===== src/rtl/intc_nest_arb.sv =====
`default_nettype none
// ============================================================================
//  Module      : intc_nest_arb
//  Description : Multi-source edge-triggered interrupt controller with
//                programmable priorities, a req/ack handshake toward the CPU
//                and a hardware nesting stack of active ISR priorities.
//  Revision    : 1.0  initial release
// ============================================================================
module intc_nest_arb #(
    parameter int               NUM_SRC    = 8,
    parameter int               PRIO_W     = 3,
    parameter int               VEC_W      = 8,
    parameter logic [VEC_W-1:0] VEC_BASE   = 8'h80,
    parameter int               NEST_DEPTH = 4
) (
    input  logic                       clk,
    input  logic                       rst,
    input  logic [NUM_SRC-1:0]         irq,
    input  logic                       cfg_we,
    input  logic [$clog2(NUM_SRC)-1:0] cfg_idx,
    input  logic [PRIO_W-1:0]          cfg_prio,
    input  logic                       cfg_en,
    input  logic [PRIO_W-1:0]          cur_prio,
    output logic                       int_req,
    output logic [VEC_W-1:0]           int_vec,
    output logic [PRIO_W-1:0]          int_prio,
    input  logic                       int_ack,
    input  logic                       int_eoi,
    output logic [NUM_SRC-1:0]         pending,
    output logic                       nest_full,
    output logic                       nest_err
);

    localparam int IDX_W = $clog2(NUM_SRC);
    localparam int DW    = $clog2(NEST_DEPTH + 1);

    localparam logic [0:0] S_IDLE = 1'b0;
    localparam logic [0:0] S_REQ  = 1'b1;

    // ------------------------------------------------------------------
    // State
    // ------------------------------------------------------------------
    logic [0:0]         r_state;
    logic [NUM_SRC-1:0] r_irq_d;
    logic [NUM_SRC-1:0] r_pending;
    logic [NUM_SRC-1:0] r_en;
    logic [PRIO_W-1:0]  r_prio  [NUM_SRC];
    logic [PRIO_W-1:0]  r_stack [NEST_DEPTH];
    logic [DW-1:0]      r_depth;
    logic [IDX_W-1:0]   r_idx;
    logic [VEC_W-1:0]   r_vec;
    logic [PRIO_W-1:0]  r_int_prio;
    logic               r_nest_err;

    // ------------------------------------------------------------------
    // Combinational helpers
    // ------------------------------------------------------------------
    logic [IDX_W-1:0]   w_win_idx;
    logic [PRIO_W-1:0]  w_win_prio;
    logic               w_win_ok;
    logic [PRIO_W-1:0]  w_top;
    logic [PRIO_W-1:0]  w_thr;
    logic               w_ack;
    logic               w_pop_ok;
    logic               w_push_ok;
    logic               w_err;
    logic [DW-1:0]      w_depth_mid;
    logic [DW-1:0]      w_depth_nxt;
    logic               w_drop;
    logic               w_go;
    logic [NUM_SRC-1:0] w_set;
    logic [NUM_SRC-1:0] w_clr;

    // Arbiter: highest eligible priority wins, strict compare keeps the lowest index on ties
    always_comb begin
        w_win_idx  = '0;
        w_win_prio = '0;
        for (int i = 0; i < NUM_SRC; i++) begin
            if (r_pending[i] && r_en[i] && (r_prio[i] > w_win_prio)) begin
                w_win_prio = r_prio[i];
                w_win_idx  = IDX_W'(i);
            end
        end
    end

    // Stack top is the most recently pushed entry, or 0 when empty
    always_comb begin
        w_top = '0;
        for (int i = 0; i < NEST_DEPTH; i++) begin
            if (r_depth == DW'(i + 1)) begin
                w_top = r_stack[i];
            end
        end
    end

    assign w_thr    = (cur_prio > w_top) ? cur_prio : w_top;
    assign w_win_ok = (w_win_prio > w_thr);

    // Stack update: a same-cycle eoi pops before the ack pushes
    assign w_ack       = (r_state == S_REQ) && int_ack;
    assign w_pop_ok    = int_eoi && (r_depth != '0);
    assign w_depth_mid = w_pop_ok ? (r_depth - DW'(1)) : r_depth;
    assign w_push_ok   = w_ack && (w_depth_mid != DW'(NEST_DEPTH));
    assign w_depth_nxt = w_push_ok ? (w_depth_mid + DW'(1)) : w_depth_mid;
    assign w_err       = (int_eoi && (r_depth == '0)) || (w_ack && !w_push_ok);

    // A held request is withdrawn when its source is reconfigured away or masked by the threshold
    assign w_drop = !r_en[r_idx] || (r_prio[r_idx] < r_int_prio) || (w_thr >= r_int_prio);

    // An eoi cycle still sees the old stack top, so arbitration waits one cycle
    assign w_go = (r_state == S_IDLE) && w_win_ok && !int_eoi;

    assign w_set = irq & ~r_irq_d;
    assign w_clr = w_ack ? (NUM_SRC'(1) << r_idx) : '0;

    // Edge detection and pending latch; a new edge beats the ack clear
    always_ff @(posedge clk) begin
        if (rst) begin
            r_irq_d   <= '0;
            r_pending <= '0;
        end else begin
            r_irq_d   <= irq;
            r_pending <= (r_pending & ~w_clr) | w_set;
        end
    end

    // Per-source priority/enable configuration; out-of-range indices match nothing
    always_ff @(posedge clk) begin
        if (rst) begin
            r_en <= '0;
            for (int i = 0; i < NUM_SRC; i++) begin
                r_prio[i] <= '0;
            end
        end else begin
            for (int i = 0; i < NUM_SRC; i++) begin
                if (cfg_we && (cfg_idx == IDX_W'(i))) begin
                    r_prio[i] <= cfg_prio;
                    r_en[i]   <= cfg_en;
                end
            end
        end
    end

    // Nesting stack of active ISR priorities and error pulse
    always_ff @(posedge clk) begin
        if (rst) begin
            r_depth    <= '0;
            r_nest_err <= 1'b0;
            for (int i = 0; i < NEST_DEPTH; i++) begin
                r_stack[i] <= '0;
            end
        end else begin
            r_depth    <= w_depth_nxt;
            r_nest_err <= w_err;
            for (int i = 0; i < NEST_DEPTH; i++) begin
                if (w_push_ok && (w_depth_mid == DW'(i))) begin
                    r_stack[i] <= r_int_prio;
                end
            end
        end
    end

    // Request FSM: capture the winner, hold it frozen until ack or withdrawal
    always_ff @(posedge clk) begin
        if (rst) begin
            r_state    <= S_IDLE;
            r_idx      <= '0;
            r_vec      <= '0;
            r_int_prio <= '0;
        end else begin
            case (r_state)
                S_IDLE: begin
                    if (w_go) begin
                        r_state    <= S_REQ;
                        r_idx      <= w_win_idx;
                        r_vec      <= VEC_BASE + VEC_W'(w_win_idx);
                        r_int_prio <= w_win_prio;
                    end
                end
                S_REQ: begin
                    if (int_ack || w_drop) begin
                        r_state <= S_IDLE;
                    end
                end
                default: r_state <= S_IDLE;
            endcase
        end
    end

    assign int_req   = (r_state == S_REQ);
    assign int_vec   = int_req ? r_vec : '0;
    assign int_prio  = int_req ? r_int_prio : '0;
    assign pending   = r_pending;
    assign nest_full = (r_depth == DW'(NEST_DEPTH));
    assign nest_err  = r_nest_err;

endmodule
`default_nettype wire


===== config.mk =====
export PLATFORM = sky130hd
export DESIGN_NAME = intc_nest_arb
export DESIGN_NICKNAME = d
export VERILOG_FILES = /design/src/rtl/intc_nest_arb.sv
export SDC_FILE = /design/constraint.sdc
export NUM_CORES = 1
export LEC_CHECK = 0
export CAP_MARGIN = 20
export CORE_ASPECT_RATIO = 1.4
export CORE_MARGIN = 2
export CORE_UTILIZATION = 52
export DETAILED_ROUTE_END_ITERATION = 6
export PLACE_DENSITY = 0.71
export SLEW_MARGIN = 0
export SYNTH_ARGS = -nofsm -noshare
export SYNTH_HDL_FRONTEND = slang
export SYNTH_SLANG_ARGS = --single-unit

===== constraint.sdc =====
create_clock -name clk -period 18.92 [get_ports clk]
set_clock_uncertainty 0.15 [all_clocks]
set_input_delay 5.676 -clock clk [delete_from_list [all_inputs] [get_ports clk]]
set_output_delay 5.676 -clock clk [all_outputs]
set_load 0.02 [all_outputs]

**Word-level counts from Yosys, hierarchy flattened**

Memories as Yosys holds them, arrays and structs flattened. A register that Yosys moved wholly into a read port is not among the register bits.
Index checks and enable logic that the tools add are counted.

- Bits in registers: 43
- Latch bits: 0
- Memory bits (writable): 36
- Memory bits (read-only): 0
- Input port bits: 23
- Output and inout bits: 22
- Logic and storage cells: 197
- Memories kept: 2

- Add/subtract/negate cells: 3
- Multiply operators: 0
- Divide/modulo/power cells: 0
- Magnitude comparators: 13
- Equal/unequal tests: 15
- Shift operators: 1
- Mux-type cells: 82
- Bitwise logic cells: 18
- Reductions and logical operators: 47

Memory list:

| name | words | width | read ports | clocked after Yosys merged registers in | write ports | RTL line | source |
|---|---|---|---|---|---|---|---|
| r_prio | 8 | 3 | 9 | 1 | 8 | 47 | `logic [PRIO_W-1:0] r_prio [NUM_SRC];` |
| r_stack | 4 | 3 | 4 | 0 | 4 | 48 | `logic [PRIO_W-1:0] r_stack [NEST_DEPTH];` |

Operators by type and width:

| cell | count |
|---|---|
| 3-bit two-way mux | 35 |
| 1-bit two-way mux | 42 |
| 1-bit logical AND | 35 |
| 3-bit > comparator | 9 |
| 3-bit by 2-bit == test with 1-bit output (second input constant) | 6 |
| 8-bit bitwise AND | 2 |
| 8-bit two-way mux | 2 |
| 8-bit NOT | 2 |
| 3-bit == test (second input constant) | 5 |
| 1-bit OR | 12 |
| 3-bit by 1-bit == test with 1-bit output (second input constant) | 3 |
| 3-bit logical NOT | 3 |
| 8-bit by 3-bit adder with 8-bit output (first input constant) | 1 |
| 8-bit OR | 1 |
| 1-bit by 3-bit << shifter with 8-bit output (first input constant) | 1 |
| 1-bit logical OR | 4 |
| 3-bit by 4-bit < comparator with 1-bit output (second input constant) | 1 |
| 3-bit by 1-bit adder with 3-bit output (second input constant) | 1 |
| 1-bit binary-select mux with 3-bit select | 1 |
| 3-bit greater-or-equal comparator | 1 |
| 3-bit by 1-bit > comparator with 1-bit output (second input constant) | 1 |
| 1-bit logical NOT | 3 |
| 3-bit < comparator | 1 |
| 3-bit != test (second input constant) | 1 |
| 6 further kinds | 6 |

**Depth between registers and ports, before layout**

Gate-level depths: netlist of run 1.
An unclocked memory read counts as a cell.

- Word-level depth: 31
- Mapped depth: 55
- Mapped depth without buffers: 54

**Worst setup path after synthesis of run 1**

No wires, ideal clock.

- Kind: reg2reg
- From: reg r_pending[0], in the netlist pending[0]
- To: reg r_int_prio[0]
- Library setup time: 116 ps
- Data arrival time: 10094 ps
- Data required time: 18654 ps
- Slack: 8561 ps
- Cell stages (with the launch flop): 52
- Path buffers: 1
- Clock period less this slack: 10359 ps
- Cells stage by stage: dfxtp_1 > nand3_1 > ha_1 > nor2b_4 > o311a_4 > nand2_2 > o21ai_0 > ha_1 > nor2_1 > a221o_1 > o2111ai_1 > mux2_1 > ha_1 > or2_2 > maj3_2 > a2bb2oi_1 > mux2_4 > ha_1 > (+16 left out) > nand2_1 > nand2_1 > mux2i_1 > a22oi_1 > mux2_4 > ha_1 > inv_1 > a21o_1 > a21oi_1 > a311oi_1 > o21a_1 > inv_1 > ha_1 > and3_1 > nor4_1 > clkbuf_1 > o21ai_0 > a31o_1

- Word-level cells in the longest chain between the ends: 28

Ends and longest elaborated chain:

| what | RTL line | source |
|---|---|---|
| start, declared | 45 | `logic [NUM_SRC-1:0] r_pending;` |
| start signal, assigned | 123 | `r_pending <= (r_pending & ~w_clr) \| w_set;` |
| 1-bit logical AND * (2 in a row) | 79 | `if (r_pending[i] && r_en[i] && (r_prio[i] > w_win_prio)) begin` |
| 3-bit two-way mux * | 79 |  |
| 3-bit > comparator | 79 |  |
| 1-bit logical AND | 79 |  |
| 3-bit two-way mux * | 79 |  |
| 3-bit > comparator | 79 |  |
| 1-bit logical AND | 79 |  |
| 3-bit two-way mux * | 79 |  |
| (+11 left out) | n/a |  |
| 3-bit two-way mux * | 79 |  |
| 3-bit > comparator | 79 |  |
| 1-bit logical AND | 79 |  |
| 3-bit two-way mux * | 79 |  |
| via w_win_prio[1] | 59 | `logic [PRIO_W-1:0] w_win_prio;` |
| 3-bit > comparator * | 97 | `assign w_win_ok = (w_win_prio > w_thr);` |
| 1-bit logical AND * (2 in a row) | 111 | `assign w_go = (r_state == S_IDLE) && w_win_ok && !int_eoi;` |
| 2-bit AND reduction (no source line) * | n/a |  |
| end signal, assigned | 177 | `r_int_prio <= w_win_prio;` |
| end, declared | 52 | `logic [PRIO_W-1:0] r_int_prio;` |

The timed path passes the listed nets; every way through them passes the cells marked *.
A chain may end at the register's enable or synchronous reset.

**Worst setup path after layout of run 1**

- From: reg r_pending[0], in the netlist pending[0]
- To: reg r_vec[2]

- Word-level cells in the longest chain between the ends: 28
- Elaborated cells on any way between the ends: 36
- Those cells by class: add/sub: 1; order compare: 8; mux: 15; reduce/logical: 12

Ends and longest elaborated chain:

| what | RTL line | source |
|---|---|---|
| 1-bit logical AND * (2 in a row) | 79 |  |
| 3-bit two-way mux * | 79 |  |
| 3-bit > comparator | 79 |  |
| 1-bit logical AND | 79 |  |
| 3-bit two-way mux * | 79 |  |
| 3-bit > comparator | 79 |  |
| 1-bit logical AND | 79 |  |
| 3-bit two-way mux * | 79 |  |
| (+11 left out) | n/a |  |
| 3-bit two-way mux * | 79 |  |
| 3-bit > comparator | 79 |  |
| 1-bit logical AND | 79 |  |
| 3-bit two-way mux * | 79 |  |
| via w_win_prio[2] | 59 |  |
| 3-bit > comparator * | 97 |  |
| 1-bit logical AND * (2 in a row) | 111 |  |
| 2-bit AND reduction (no source line) * | n/a |  |
| end signal, assigned | 176 | `r_vec <= VEC_BASE + VEC_W'(w_win_idx);` |
| end, declared | 51 | `logic [VEC_W-1:0] r_vec;` |

Marks and branches as above.

==> impl_metrics.csv, run 1 <==
group,metric,value,unit
status,status,"finished clean",
cts,postCtsResizedCells,0,
run,max_cap_violations,0,
global_routing,gr-total-overflow,0,
synthesis,synth_ff_type,"dfxtp_1",
worst_hold_path,hp-class,"flop to flop",
layout,n_antenna_cell,0,
power,vdd_drop_max,0.0735,mV
critical_path,start_kind,"flop",
layout,nFillCells,762,
placement,placed_area,0.00515,mm2
floorplan,core_area,0.00866,mm2
cts,cts_tree,"built",
critical_path,cp.buffers_inverters,2,
cts,cts_buffer_depth,2,
layout,utilization,62.8,%
timing,max_freq,88.0,MHz
layout,fin_area,0.00544,mm2
layout,seqCellArea,0.00186,mm2
power,power.density,98.6,mW/mm2
synthesis,synth-edff-count,36,
floorplan,boundaryPins,45,
layout,nets,595,
global_routing,antenna_found_initial,0,
critical_path,arrival,11.43,ns
critical_path,slowest_stage,"a311oi_1",
global_routing,track_usage,25.7,%
synthesis,synth-async-reset-ratio,0,%
critical_path,worstSetupEndpointType,"flop",
placement,place_congestion,0.958,
routing,wl,11.7,mm
critical_path,cp_common_cell,"ha_1",
global_routing,grt_pass1_wl,19.4,mm
synthesis,syn_avg_cell_area,9.33,um2
timing,slew_violations,0,
power,power_leakage,0.00226,uW
layout,mostFrequentLayoutCell,"nor2_1",
synthesis,synth_cell_type_count,69,
placement,post-dp-hpwl,9.20,mm
cts,cts_max_level,3,
timing,rsz0062_at_grt,"no",
global_routing,grt_pass1_vias,3843,
cts,clock_latency,0.33,ns
routing,drtIter0Drc,174,
routing,via_per_inst,5.88,
cts,clk_pin_slew,0.06,ns
timing,hold_viol,0,
synthesis,synth_seq_cells,75,
placement,dp.cells,634,
layout,layout_common_cells,"nor2_1, nand2_1, clkdlybuf4s50_1",
cts,post-cts-setup-buffers,0,
timing,post-route-period-util,60.1,%
synthesis,synthCells,500,
synthesis,synth_area,0.00467,mm2
floorplan,start_util,53.9,%
critical_path,path_max_fanout,11,
floorplan,dieArea,0.00976,mm2
critical_path,slowest_delay,0.66,ns
floorplan,core.rowCount,40,
synthesis,yosys_warnings,0,
routing,wl_per_cell,17.9,um
critical_path,crit_family,"compound AO/OA/AOI/OAI gates",
layout,multi_input_area,0.00262,mm2
critical_path,critPathKind,"flop to flop",
placement,io_buffers,40,
layout,area.growth.synth_to_final,16.5,%
global_routing,grt_max_degree,37,
timing,min_period,11.37,ns
timing,tightest_slew,0.847,ns
cts,cts_sinks,75,
layout,layout-drive-gt1-share,9.36,%
routing,vias,3822,
cts,numCtsBuffers,9,
synthesis,synth_seq_area_share,39.9,%
routing,ant_nets,0,
layout,fin_cells,650,
cts,cts-root-buf,"clkbuf_16",
routing,drc,0,
timing,relSlewSlack,43.2,%
routing,dr.pass1.iters,4,
critical_path,cp_data_required_time,18.98,ns
timing,setup-tns-final,0,ns
timing,setup_viol,0,
cts,ctsHoldBuffers,0,
floorplan,fp.dieW,84.1,um
floorplan,die_h,116,um
-- layer usage --
metal	vias to the layer above	routed length (um)	GRT usage [%]
met2	110	6180	47.9
met5	-	0	0
met4	0	436	13.2
li1	1870	-	-
met3	32	487	2.97
met1	1810	4570	28.7
-- synthesized netlist by cell type (all sizes together) (3+ instances only) --
| library cell | count | area share, % |
|---|---|---|
| and2 | 14 | 1.9 |
| edfxtp | 36 | 23 |
| o31ai | 4 | 0.75 |
| clkbuf | 11 | 0.88 |
| inv | 32 | 2.6 |
| dfxtp | 39 | 17 |
| nor4 | 3 | 0.54 |
| nand4 | 3 | 0.40 |
| o21a | 4 | 0.64 |
| and3 | 16 | 2.1 |
| a21oi | 35 | 4.1 |
| mux4 | 8 | 3.9 |
| o21ai | 20 | 2.1 |
| a211o | 3 | 0.59 |
| nor3b | 4 | 0.64 |
| nor2 | 59 | 4.8 |
| nor3 | 11 | 1.3 |
| ha | 32 | 8.6 |
| o2bb2ai | 3 | 0.56 |
| nor2b | 14 | 2.0 |
| buf | 5 | 0.72 |
| a31oi | 6 | 1.1 |
| mux2i | 15 | 3.5 |
| or2 | 3 | 0.40 |
| mux2 | 5 | 1.4 |
| a21o | 7 | 1.2 |
| nand2 | 51 | 4.2 |
| nand2b | 12 | 1.6 |
| nand3 | 18 | 2.2 |
-- final cells by class --
type | count | share of cell area [%]
Clock inverter | 5 | 0.598
Sequential cell | 75 | 34.2
Timing Repair Buffer | 42 | 7.64
Tap cell | 105 | 2.42
Inverter | 32 | 2.21
Clock buffer | 11 | 4.67
Multi-Input combinational cell | 380 | 48.2
-- worst register-to-register path, delay by kind of cell (launching register included) --
kind                     cells  cell delay, ns
flip-flops                   1            0.40
buffers and inverters        2            0.28
adder cells (fa/ha/maj)      9            2.59
multiplexers                 5            1.52
AND/OR/NAND/NOR             20            2.74
AO/OA/AOI/OAI               16            3.57
-- state kept, by name, summed over array words and instances, names as in the netlist, named ones only --
| name | flops |
|---|---|
| int_req | 1 |
| nest_err | 1 |
| pending | 8 |
| r_depth | 3 |
| r_en | 8 |
| r_idx | 2 |
| r_int_prio | 3 |
| r_irq_d | 8 |
| r_prio | 24 |
| r_stack | 12 |
| r_vec | 2 |
-- power by group --
group | total (uW) | switching [uW] | internal (uW)
Combinational | 160 | 88.9 | 71.2
Clock | 163 | 66.2 | 96.9
Sequential | 213 | 25.3 | 187
Total | 536 | 180 | 356
-- per-stage QoR --
stage          setup slack (ns)  hold slack [ns]  power [uW]
3_5_place_dp               7.64            0.317         375
6_report                   7.55            0.324         536
4_1_cts                    7.57            0.333         539
2_1_floorplan              8.56            0.282         325
5_1_grt                    6.55            0.355         571
3_3_place_gp               7.86            0.314         368
-- path summary, 6_finish.rpt --
check,depth (start not counted),startpoint,endpoint,slack [ns]
worst max register to register,52,pending[0]$_SDFF_PP0_,r_vec[2]$_SDFFE_PP0P_,7.55
worst min-delay path,2,r_vec[7]$_SDFFE_PP0P_,r_vec[7]$_SDFFE_PP0P_,0.32
worst max-delay path,52,pending[0]$_SDFF_PP0_,r_vec[2]$_SDFFE_PP0P_,7.55
worst min register to register,2,r_vec[7]$_SDFFE_PP0P_,r_vec[7]$_SDFFE_PP0P_,0.32
-- logic make-up after synthesis --
logic type               count (synthesis)  synth area share, %
AND/OR/NAND/NOR                        211                 22.7
AO/OA/AOI/OAI                          101                 15.0
flip-flops                              75                 39.9
buffers and inverters                   48                 4.18
adder cells (fa/ha/maj)                 34                 9.06
multiplexers                            28                 8.71
XOR/XNOR                                 2                0.375
other                                    1               0.0804
No activity file was read; power rests on OpenSTA's default activity.
==> run 2, diff against run 1 <==
PLACE_DENSITY = 0.73   (was 0.71)
clock period = 9.36 ns   (was 18.92 ns; I/O delays follow)
==> run 2 against run 1 <==
The flow now finishes with violations (setup timing). Sequential cell count stayed put. First-iteration DRC count grew 34%. Via count up 11%. Count of clock-buffer cells in the layout up 2. Final cell count rose by 11%. Final area up 16%. Sequential share of layout area down 4.6 points. Die area unchanged. Worst hold slack about the same. Clock power is 130% higher. Setup slack worse by 8.0 ns. Critical path depth unchanged.
==> impl_metrics.csv, run 2 (synthesis results as in run 1) <==
group,metric,value,unit
critical_path,slowest_delay,0.43,ns
global_routing,track_usage,26.8,%
global_routing,grt_pass1_wl,20.0,mm
critical_path,arrival,9.93,ns
run,max_cap_violations,0,
placement,placed_area,0.00558,mm2
timing,post-route-period-util,105,%
cts,ctsHoldBuffers,0,
critical_path,critPathKind,"flop to flop",
cts,clk_pin_slew,0.06,ns
layout,largest_register_ffs,24,
worst_hold_path,hp-start,"r_irq_d[5]$_SDFF_PP0_",
floorplan,core_area,0.00866,mm2
critical_path,worstSetupEndpointType,"flop",
placement,dp_slack,-0.463,ns
worst_hold_path,min_to,"pending[5]$_SDFF_PP0_",
layout,fin_area,0.00631,mm2
global_routing,antenna_found_initial,0,
power,vdd_drop_max,0.159,mV
floorplan,fp.dieW,84.1,um
power,power.density,189,mW/mm2
power,power_frac_clock,31.6,%
critical_path,rrSetupSlack,-0.46,ns
placement,io_buffers,40,
worst_hold_path,hp-class,"flop to flop",
floorplan,die_h,116,um
floorplan,start_util,53.9,%
layout,utilization,72.9,%
worst_hold_path,holdPathStages,2,
power,total_power,1190,uW
critical_path,r2r_start,"r_prio[0][1]$_SDFFCE_PN0P_",
placement,dp.cells,666,
critical_path,path_max_fanout,5,
cts,cts_max_level,3,
routing,wl_per_cell,18.4,um
global_routing,grt_pass1_vias,4146,
cts,cts_sinks,75,
routing,via_per_inst,5.86,
placement,post-dp-hpwl,9.37,mm
critical_path,cp_data_required_time,9.46,ns
layout,nets,668,
layout,n_antenna_cell,0,
routing,wl,13.3,mm
layout,area.growth.synth_to_final,35.3,%
global_routing,grt_max_degree,37,
cts,cts_buffer_depth,2,
floorplan,core.rowCount,40,
routing,drc,0,
routing,vias,4237,
layout,fin_cells,723,
layout,largest-register,"r_prio",
critical_path,r2r-end,"r_idx[0]$_SDFFE_PP0P_",
layout,largestRegisters,"r_prio x24, r_stack x12",
cts,clock_latency,0.34,ns
timing,fin_ws,-0.465,ns
floorplan,dieArea,0.00976,mm2
cts,cts-root-buf,"clkbuf_16",
routing,dr.pass1.iters,5,
timing,tightest_slew,0.822,ns
cts,cts_tree,"built",
timing,min_period,9.82,ns
layout,nFillCells,626,
timing,setup_viol,11,
critical_path,worstRegToRegCells,52,
power,switching_share,33.3,%
critical_path,slowest_stage,"a2111o_1",
timing,hold_viol,0,
layout,layout-drive-gt1-share,26.2,%
routing,drtIter0Drc,233,
power,p_sw,397,uW
timing,slew_violations,0,
layout,layout_common_cells,"buf_4, nor2_1, nand2_1",
critical_path,start_kind,"flop",
timing,rsz0062_at_grt,"yes",
power,p_comb_share,31.7,%
status,violations,"setup timing",
power,power_leakage,0.00268,uW
power,p_seq_share,36.7,%
timing,max_freq,102,MHz
placement,place_congestion,0.940,
layout,mostFrequentLayoutCell,"buf_4",
power,p_int,796,uW
routing,ant_nets,0,
global_routing,gr-total-overflow,0,
floorplan,boundaryPins,45,
status,status,"finished, violations left",
cts,numCtsBuffers,9,
timing,relSlewSlack,45.1,%
[run 2: worst max-delay path, delay by kind of cell, from the launching register on]
kind                     cells  cell delay [ns]
AO/OA/AOI/OAI               17             3.16
adder cells (fa/ha/maj)      9             2.26
AND/OR/NAND/NOR             17             1.78
multiplexers                 5             1.41
buffers and inverters        4             0.56
flip-flops                   1             0.42
[run 2: layout make-up]
| class | instances | area [um2] | area share (%) |
|---|---|---|---|
| Clock buffer | 13 | 325 | 5.15 |
| Inverter | 32 | 120 | 1.90 |
| Multi-Input combinational cell | 380 | 2870 | 45.5 |
| Tap cell | 105 | 131 | 2.08 |
| Clock inverter | 3 | 17.5 | 0.277 |
| Sequential cell | 75 | 1870 | 29.6 |
| Timing Repair Buffer | 115 | 977 | 15.5 |
[run 2: worst max path at each step]
stage / slack, ns / to / startpoint / cells past startpoint
3_3_place_gp: -0.18 / r_vec[2]$_SDFFE_PP0P_ / r_en[0]$_SDFFE_PP0P_ / 50
5_1_grt: -0.89 / r_int_prio[2]$_SDFFE_PP0P_ / r_prio[0][1]$_SDFFCE_PN0P_ / 52
2_1_floorplan: -0.14 / r_int_prio[2]$_SDFFE_PP0P_ / pending[0]$_SDFF_PP0_ / 50
6_report: -0.46 / r_idx[0]$_SDFFE_PP0P_ / r_prio[0][1]$_SDFFCE_PN0P_ / 52
4_1_cts: -0.18 / r_int_prio[0]$_SDFFE_PP0P_ / r_prio[0][1]$_SDFFCE_PN0P_ / 55
3_5_place_dp: -0.46 / r_int_prio[0]$_SDFFE_PP0P_ / r_en[0]$_SDFFE_PP0P_ / 51
[run 2: timing repair]
action | 4_1_cts | 5_1_grt
resized for setup | 11 | 12
setup buffers | 34 | 6
pin swaps | 35 | 11
endpoints found under the setup margin | 11 | 11
gates cloned | 1 | 0
[run 2: per-stage QoR]
stage               TNS, ns  hold slack, ns
CTS                   -1.05           0.331
floorplan             -1.03           0.282
finish                -4.44           0.324
global placement      -1.43           0.313
global route          -8.95           0.358
detailed placement    -4.27           0.316
[run 2: power by group through the flow]
stage	registers, uW	logic [uW]	clock network [uW]
after floorplan	413	255	0
after global placement	440	329	0
after detailed placement	441	341	0
after CTS	434	365	380
after global routing	440	417	393
final	437	378	377
[run 2: metal layers]
| layer | wire, um | global-route usage [%] | part of all wire (%) |
|---|---|---|---|
| met4 | 812 | 15.3 | 6.1 |
| met2 | 7080 | 51.4 | 53 |
| met3 | 706 | 5.51 | 5.3 |
| met1 | 4720 | 26.7 | 35 |
| met5 | 0 | 0 | 0 |
==> run 3, diff against run 2 <==
PLACE_DENSITY = default   (was 0.73)
PLACE_DENSITY_LB_ADDON = 0.2   (was default)
==> run 3 against run 2 <==
The run still ends with setup timing left. Non-clock buffer count fell by 19. Routed wire length down 2.1%. Final cell count down 2.6%. Critical path type unchanged. Sequential power about the same. Sequential share of layout area up 0.94 points. Register-to-register slack improved by 0.13 ns. Combinational power down 1%.
==> impl_metrics.csv, run 3 (synthesis results as in run 1) <==
group,metric,value,unit
floorplan,core_area,0.00866,mm2
layout,nets,649,
critical_path,cp.buffers_inverters,3,
critical_path,rrSetupSlack,-0.34,ns
critical_path,cp.depth,52,
critical_path,cp_data_required_time,9.43,ns
floorplan,start_util,53.9,%
global_routing,grt_pass1_wl,20.3,mm
timing,fin_ws,-0.338,ns
routing,wl_per_cell,18.5,um
cts,cts-root-buf,"clkbuf_16",
layout,n_antenna_cell,0,
routing,vias,4155,
power,switching_share,34.1,%
layout,utilization,70.7,%
timing,slew_violations,0,
placement,io_buffers,40,
critical_path,arrival,9.76,ns
global_routing,grt_max_degree,37,
cts,cts_tree,"built",
power,p_int,766,uW
global_routing,gr-total-overflow,0,
layout,mostFrequentLayoutCell,"buf_4",
placement,post-dp-hpwl,9.57,mm
global_routing,antenna_found_initial,0,
placement,dp_slack,-0.431,ns
placement,dp.cells,667,
timing,post-route-period-util,104,%
global_routing,grt_pass1_vias,4178,
timing,hold_viol,0,
cts,numCtsBuffers,9,
layout,area.growth.synth_to_final,31.1,%
floorplan,boundaryPins,45,
power,power_leakage,0.00257,uW
critical_path,r2r-end,"r_int_prio[2]$_SDFFE_PP0P_",
power,p_sw,396,uW
critical_path,slowest_delay,0.43,ns
routing,drc,0,
timing,tightest_slew,0.776,ns
status,status,"finished, violations left",
floorplan,fp.dieW,84.1,um
layout,largestRegisters,"r_prio x24, r_stack x12",
critical_path,critPathCapture,"r_int_prio[2]$_SDFFE_PP0P_",
placement,place_congestion,0.984,
critical_path,slowest_stage,"edfxtp_1",
routing,ant_nets,0,
critical_path,start_kind,"flop",
routing,wl,13.0,mm
critical_path,crit_family,"compound AO/OA/AOI/OAI gates",
cts,clock_latency,0.34,ns
timing,relSlewSlack,47.8,%
timing,rsz0062_at_grt,"yes",
routing,dr.pass1.iters,5,
timing,max_freq,103,MHz
layout,largest-register,"r_prio",
cts,ctsHoldBuffers,0,
run,max_cap_violations,0,
floorplan,dieArea,0.00976,mm2
cts,cts_sinks,75,
floorplan,core.rowCount,40,
layout,largest_register_ffs,24,
power,power.density,190,mW/mm2
layout,layout-drive-gt1-share,23.9,%
critical_path,r2r_start,"r_prio[0][1]$_SDFFCE_PN0P_",
critical_path,worstRegToRegCells,52,
floorplan,die_h,116,um
cts,cts_max_level,3,
routing,via_per_inst,5.90,
layout,layout_common_cells,"buf_4, nor2_1, nand2_1",
cts,cts_buffer_depth,2,
critical_path,worstSetupEndpointType,"flop",
power,p_comb_share,32.2,%
timing,min_period,9.70,ns
status,violations,"setup timing",
critical_path,critPathKind,"flop to flop",
power,p_seq_share,37.3,%
layout,fin_cells,704,
critical_path,path_max_fanout,5,
power,vdd_drop_max,0.129,mV
power,total_power,1160,uW
power,power_frac_clock,30.5,%
global_routing,track_usage,27.0,%
cts,clk_pin_slew,0.06,ns
timing,holdWs,0.337,ns
critical_path,crit_start,"r_prio[0][1]$_SDFFCE_PN0P_",
routing,drtIter0Drc,213,
critical_path,cp_common_cell,"ha_4",
worst_hold_path,hp-class,"flop to flop",
timing,setup_viol,11,
[run 3: cell types whose count changed in the layout (fill, tap and decap cells not counted), moves of 2 or more]
cell and change:
clkinv_4 +2, o21ai_1 +2, nor3b_1 -2, clkbuf_16 -2
buf_4 -17, nor3b_2 +2
[run 3: worst register-to-register path, delay by kind of cell, from the launching register on]
kind                       cells  cell delay, ns
adders and majority gates      9            2.31
AOI/OAI and AO/OA             18            3.35
buffers and inverters          3            0.28
and+or+nand+nor               17            1.70
DFF                            1            0.43
muxes                          5            1.37
[run 3: cell type report]
class | count | area (um2)
fillers | 648 | 2540
well taps | 105 | 131
multi-input cells | 380 | 2870
flip-flops and latches | 75 | 1870
clock inverters | 5 | 38.8
repair buffers | 96 | 818
inverters | 32 | 120
clock buffers | 11 | 275
[run 3: power groups by stage]
| stage | combinational, uW | sequential (uW) | clock [uW] |
|---|---|---|---|
| global placement | 327 | 437 | 0 |
| floorplan | 255 | 413 | 0 |
| CTS | 359 | 431 | 359 |
| global route | 414 | 438 | 370 |
| finish | 374 | 434 | 355 |
| detailed placement | 342 | 437 | 0 |
[run 3: how the worst min path moves through the flow]
stage,to,depth (start not counted),from,slack (ns)
2_1_floorplan,r_vec[7]$_SDFFE_PP0P_,2,r_vec[7]$_SDFFE_PP0P_,0.28
5_1_grt,pending[0]$_SDFF_PP0_,2,r_irq_d[0]$_SDFF_PP0_,0.36
3_3_place_gp,r_vec[7]$_SDFFE_PP0P_,2,r_vec[7]$_SDFFE_PP0P_,0.30
6_report,pending[0]$_SDFF_PP0_,2,r_irq_d[0]$_SDFF_PP0_,0.34
4_1_cts,pending[0]$_SDFF_PP0_,2,r_irq_d[0]$_SDFF_PP0_,0.34
3_5_place_dp,r_vec[7]$_SDFFE_PP0P_,2,r_vec[7]$_SDFFE_PP0P_,0.30
[run 3: repair_timing]
item | in CTS | in global routing
pin swaps | 37 | 2
gates resized for setup | 12 | 10
setup endpoints to repair | 11 | 11
setup buffers | 12 | 8
cloned | 1 | 0
[run 3: through the flow]
step	instance area (um2)	setup TNS, ns
finish	6120	-2.60
global route	6120	-6.98
CTS	6020	-1.18
detailed placement	5570	-4.03
global placement	5570	-1.69
floorplan	4850	-1.03
[run 3: per-layer routing]
metal / track usage, % / vias to the layer above / routed length [um]
li1: - / 1970 / -
met1: 28.7 / 1989 / 4940
met2: 51.2 / 155 / 7020
met3: 4.17 / 41 / 554
met4: 14.6 / 0 / 528
met5: 0 / - / 0
